File: src/rtl/dqpath_sdr_16.sv
// SDR SDRAM 16-bit DQ datapath: 32-bit write words split into two beats, two read beats assembled into one word.
// Optional macro SDR_16_DQ_IOREG_EN adds an input flop on dq_i, pushing read capture and strobe one clock later.
module dqpath_sdr_16 #(
    parameter int CL = 2
) (
    input  logic        sdram_clk,
    input  logic        sdram_rst,
    input  logic        wr_en_i,
    input  logic        count0,
    input  logic [31:0] wr_data_i,
    input  logic        cmd_read,
    input  logic [15:0] dq_i,
    output logic [15:0] dq_o,
    output logic        dq_oe_o,
    output logic [31:0] rd_data_o,
    output logic        rd_we_o,
    input  logic        rd_full_i,
    output logic        ovf_o,
    output logic        err_o
);

    logic [15:0] dq_s;

`ifdef SDR_16_DQ_IOREG_EN
    localparam int LAT = CL + 1;
    logic [15:0] dq_q_r;

    // Input register on the DQ pins
    always_ff @(posedge sdram_clk) begin
        if (sdram_rst) dq_q_r <= 16'h0000;
        else           dq_q_r <= dq_i;
    end
    assign dq_s = dq_q_r;
`else
    localparam int LAT = CL;
    assign dq_s = dq_i;
`endif

    // Stage k is set during cycle T+k for a read accepted in cycle T; the command cycle itself is stage 0.
    logic [LAT+1:1] dl_r;
    logic           acc_s;
    logic [15:0]    dq_r;
    logic           dq_oe_r;
    logic [15:0]    beat1_r;
    logic [31:0]    rd_data_r;
    logic           pend_r;
    logic           ovf_r;
    logic           err_r;

    // A read directly following an accepted read would collide on the bus and is dropped
    assign acc_s = cmd_read & ~dl_r[1];

    // Write path: select the half-word for this beat and delay the enable to match
    always_ff @(posedge sdram_clk) begin
        if (sdram_rst) begin
            dq_r    <= 16'h0000;
            dq_oe_r <= 1'b0;
        end else begin
            dq_oe_r <= wr_en_i;
            if (wr_en_i) begin
                dq_r <= count0 ? wr_data_i[15:0] : wr_data_i[31:16];
            end else begin
                dq_r <= dq_r;
            end
        end
    end

    // Read path: latency tracking, beat capture and word assembly
    always_ff @(posedge sdram_clk) begin
        if (sdram_rst) begin
            dl_r      <= '0;
            beat1_r   <= 16'h0000;
            rd_data_r <= 32'h0000_0000;
            pend_r    <= 1'b0;
        end else begin
            dl_r   <= {dl_r[LAT:1], acc_s};
            pend_r <= dl_r[LAT+1];
            if (dl_r[LAT]) beat1_r <= dq_s;
            else           beat1_r <= beat1_r;
            if (dl_r[LAT+1]) rd_data_r <= {beat1_r, dq_s};
            else             rd_data_r <= rd_data_r;
        end
    end

    // Sticky error flags, cleared only by reset
    always_ff @(posedge sdram_clk) begin
        if (sdram_rst) begin
            ovf_r <= 1'b0;
            err_r <= 1'b0;
        end else begin
            ovf_r <= ovf_r | (pend_r & rd_full_i);
            err_r <= err_r | (cmd_read & dl_r[1]);
        end
    end

    // Strobe is gated by the FIFO full flag seen during the strobe cycle itself
    assign rd_we_o   = pend_r & ~rd_full_i;
    assign dq_o      = dq_r;
    assign dq_oe_o   = dq_oe_r;
    assign rd_data_o = rd_data_r;
    assign ovf_o     = ovf_r;
    assign err_o     = err_r;

endmodule

File: config.mk
export PLATFORM = sky130hd
export DESIGN_NAME = dqpath_sdr_16
export DESIGN_NICKNAME = d
export VERILOG_FILES = /design/src/rtl/dqpath_sdr_16.sv
export SDC_FILE = /design/constraint.sdc
export NUM_CORES = 1
export LEC_CHECK = 0
export ABC_AREA = 0
export ABC_CLOCK_PERIOD_IN_PS = 2000
export BUFFER_PORTS_ARGS = -buffer_cell sky130_fd_sc_hd__buf_2
export CAP_MARGIN = 20
export CORE_MARGIN = 4
export CORE_UTILIZATION = 51
export DETAILED_ROUTE_END_ITERATION = 7
export GPL_TIMING_DRIVEN = 0
export PLACE_DENSITY = 0.84
export SETUP_SLACK_MARGIN = 0.1
export SYNTH_ARGS = -nofsm -noshare
export SYNTH_HDL_FRONTEND = slang
export SYNTH_SLANG_ARGS = --single-unit
File: constraint.sdc
create_clock -name sdram_clk -period 2 [get_ports sdram_clk]
set_input_delay 0.3 -clock sdram_clk [delete_from_list [all_inputs] [get_ports sdram_clk]]
set_output_delay 0.3 -clock sdram_clk [all_outputs]
set_load 0.1 [all_outputs]
==> metrics.md <==
| Metric | Value |
|---|---|
| First-pass GRT wire length | `around 9.5 mm` |
| Worst hold stages | `3` |
| Root buffer cell | `clkbuf_8` |
| Reg2reg end | `rd_data_o[9]` |
| CTS tree | `built` |
| Post-synthesis cell area | `2600 um^2` |
| Hold Crit Endpoint | `rd_data_o[2]` |
| Hold Worst Slack | `0.218 ns` |
| Top cell type's share of synthesized area | `between 50 and 60%` |
| Initial cell density of the core | `between 50% and 60%` |
| Vias | `~2.1k` |
| Leakage power | `approximately 1.5 nW` |
| Wire length per cell | `about 14 um` |
| Mean Syn Cell Area | `around 11 um^2` |
| CP required | `around 1.7 ns` |
| GR Overflow Total | `0` |
| Worst path max stage delay | `approximately 0.43 ns` |
| HP Class | `in -> reg` |
| Gate Count Post-Synth | `roughly 250` |
| # port buffers | `between 100 and 150` |
| Endpoints failing hold | `0` |
| Outcome | `complete, no violations` |
| Routed Antenna Nets | `0` |
| FMAX | `roughly 0.66 GHz` |
| N_diodes | `0` |
| Routed vias/inst | `4.82` |
| # clock sinks | `71` |
| Setup TNS | `0 ns` |
| First-pass DRT Iterations | `4` |
| Largest net degree at the start of global routing | `12` |
| Largest cells by area after synthesis | `dfxtp_1 55%, mux2i_1 25%, nor2_1 9.5%` |
| Cell area after layout | `around 3400 um^2` |
| Sequential area share after synthesis | `a little over half` |
| Worst skew pair latency | `~0.33 ns` |
| Final Cycle Share | `about three quarters` |
| Top Ports | `106` |
| R2R cell count | `4` |
| FF+latch area | `1420 um^2` |
| Initial antenna violation count | `0` |
| Slew at the pin with the worst max-slew slack | `~0.51 ns` |
| Area grow syn2layout | `29.2%` |
| Final setup margin | `a little under 0.5 ns` |
| Top Family by Delay on Critical Path | `buffers and inverters` |
| CP bufs+invs | `1` |
| YS warnings | `0` |
| Final net count | `approximately 400` |
| Synth unique cells | `12` |
| Final setup violation count | `0` |
| Startpoint types | `flop` |
| WS Path Type | `reg -> out` |
| Clk slew on worst S/H paths | `~0.070 ns` |
| Slowest cell on crit path | `buf_2` |
| Row count | `25` |
| Routability-driven placement congestion ratio | `0.776` |
| DP HPWL | `about 4.5 mm` |
| P per Cell Area | `about 870 nW/um^2` |
| Area occupied by multi-input gates | `between 1000 and 1500 um^2` |
| Critical path cell sequence | `nor2b_2, buf_2` |
| RSZ-0062 raised after global routing | `no` |
| Setup Buffers After CTS | `0` |
| DRT iter0 DRCs | `between 60 and 70` |
| Drt drc | `0` |
| Die W | `between 70 and 80 um` |
| Die area | `6320 um^2` |
| Clock skew | `0.00782 ns` |
| Fillers | `a little under 400` |
| Vias in the first global route | `about 2.1k` |
| # hold bufs at CTS | `0` |
| Slew HR | `about two thirds` |
| Routed wire length | `a little under 6 mm` |
| Max Cap Viol | `0` |
| Area leader, netlist | `dfxtp_1` |
| Arrival @ worst endpoint | `around 1.2 ns` |
| Post-DP Area | `roughly 3200 um^2` |
| Final core utilization | `between 60% and 70%` |
| Slew Limit Fails | `0` |
| H-tree depth | `3` |
| Share of layout cells above drive strength 1 | `between 30% and 40%` |
| #FFs+latches synth | `approximately 70` |
| Num CTS Buffers | `9` |
| Tot GR Track Use | `between 15 and 20%` |
| Max IR drop VDD | `0.606 mV` |
| Largest fanout on the critical path | `2` |
| PostCTS Resize Cnt | `0` |
| Final Critical Period | `approximately 1.5 ns` |
| Reg2Reg Setup Slack | `about 0.86 ns` |
| FF-to-FF Start | `dl_r[3]` |
| Min-delay src | `dq_i[2]` |
| Place WS | `roughly 0.76 ns` |
| Clk buf depth | `2` |
| Synthesized Nets | `around 300` |
| Die H | `between 70 and 80 um` |
| Crit end category | `output pin` |
| Core area | `between 4000 and 5000 um^2` |
cell usage in the layout (no fill, tap or decap):
cell type	Yosys	layout
buf_2	7	109
dfxtp_1	71	71
nor2_1	66	66
mux2i_1	64	64
a211oi_1	16	16
clkbuf_8	0	10
clkbuf_1	6	7
buf_4	5	5
nor2b_1	5	4
clkinv_2	0	3
a21oi_1	2	2
nor2b_2	0	1
buf_6	1	1
buf_12	1	1
nor3b_1	1	1
clkinvlp_4	0	1
worst max path at each step:
stage / startpoint / endpoint / slack (ns) / cells after the start
final: pend_r / rd_we_o / 0.48 / 2
after global placement: rd_full_i / rd_we_o / 0.77 / 3
after CTS: pend_r / rd_we_o / 0.48 / 2
after floorplan: pend_r / rd_we_o / 0.57 / 1
after global routing: pend_r / rd_we_o / 0.46 / 2
after detailed placement: rd_full_i / rd_we_o / 0.76 / 3
synth_stat cells (all sizes together):
library cell,count
dfxtp,71
buf,14
nor2,66
clkbuf,6
mux2i,64
nor3b,1
nor2b,5
a21oi,2
a211oi,16
layer usage:
metal	share of wire, %	global-route usage, %	wire length, um
met1	40	21.1	2360
met2	52	33.4	3050
met3	6.0	7.00	356
met4	2.0	8.42	120
met5	0	0	0
sequential cells by signal, summed over array words and instances (netlist names):
register   count
dq_oe_o        1
dl_r           3
beat1_r       16
pend_r         1
dq_o          16
rd_data_o     32
err_o          1
ovf_o          1
stage by stage:
stage | total power [mW] | cells
after global routing | 3.05 | 429
after detailed placement | 2.01 | 414
after CTS | 2.96 | 429
final | 2.92 | 429
after global placement | 2.00 | 414
after floorplan | 1.89 | 245
tightest hold or removal path, delay by kind of cell:
kind	cells	cell delay, ns
buf+inv	1	0.09
mux	1	0.06
simple gates	1	0.07
power breakdown:
| part | internal, mW | leakage (nW) | switching (mW) |
|---|---|---|---|
| combinational | 0.128 | 0.880 | 0.364 |
| clock | 0.470 | 0.0850 | 0.481 |
| sequential | 1.46 | 0.578 | 0.0217 |
cell type report:
cell class / count / share of cell area, %
multi-input combinational: 154 / 31.5
clock inverter: 4 / 0.669
tap: 67 / 2.49
sequential: 71 / 42.2
timing repair buffer: 102 / 15.2
buffer: 20 / 3.75
clock buffer: 11 / 4.20
cell families (layout without fill, tap and decap cells):
| group | after synthesis | after routing | share of synthesized area [%] |
|---|---|---|---|
| AOI/OAI and AO/OA | 18 | 18 | 5.00 |
| buffers and inverters | 20 | 137 | 4.85 |
| DFF | 71 | 71 | 54.6 |
| muxes | 64 | 64 | 24.6 |
| and+or+nand+nor | 72 | 72 | 11.0 |
(Power assumes the default switching activity.)
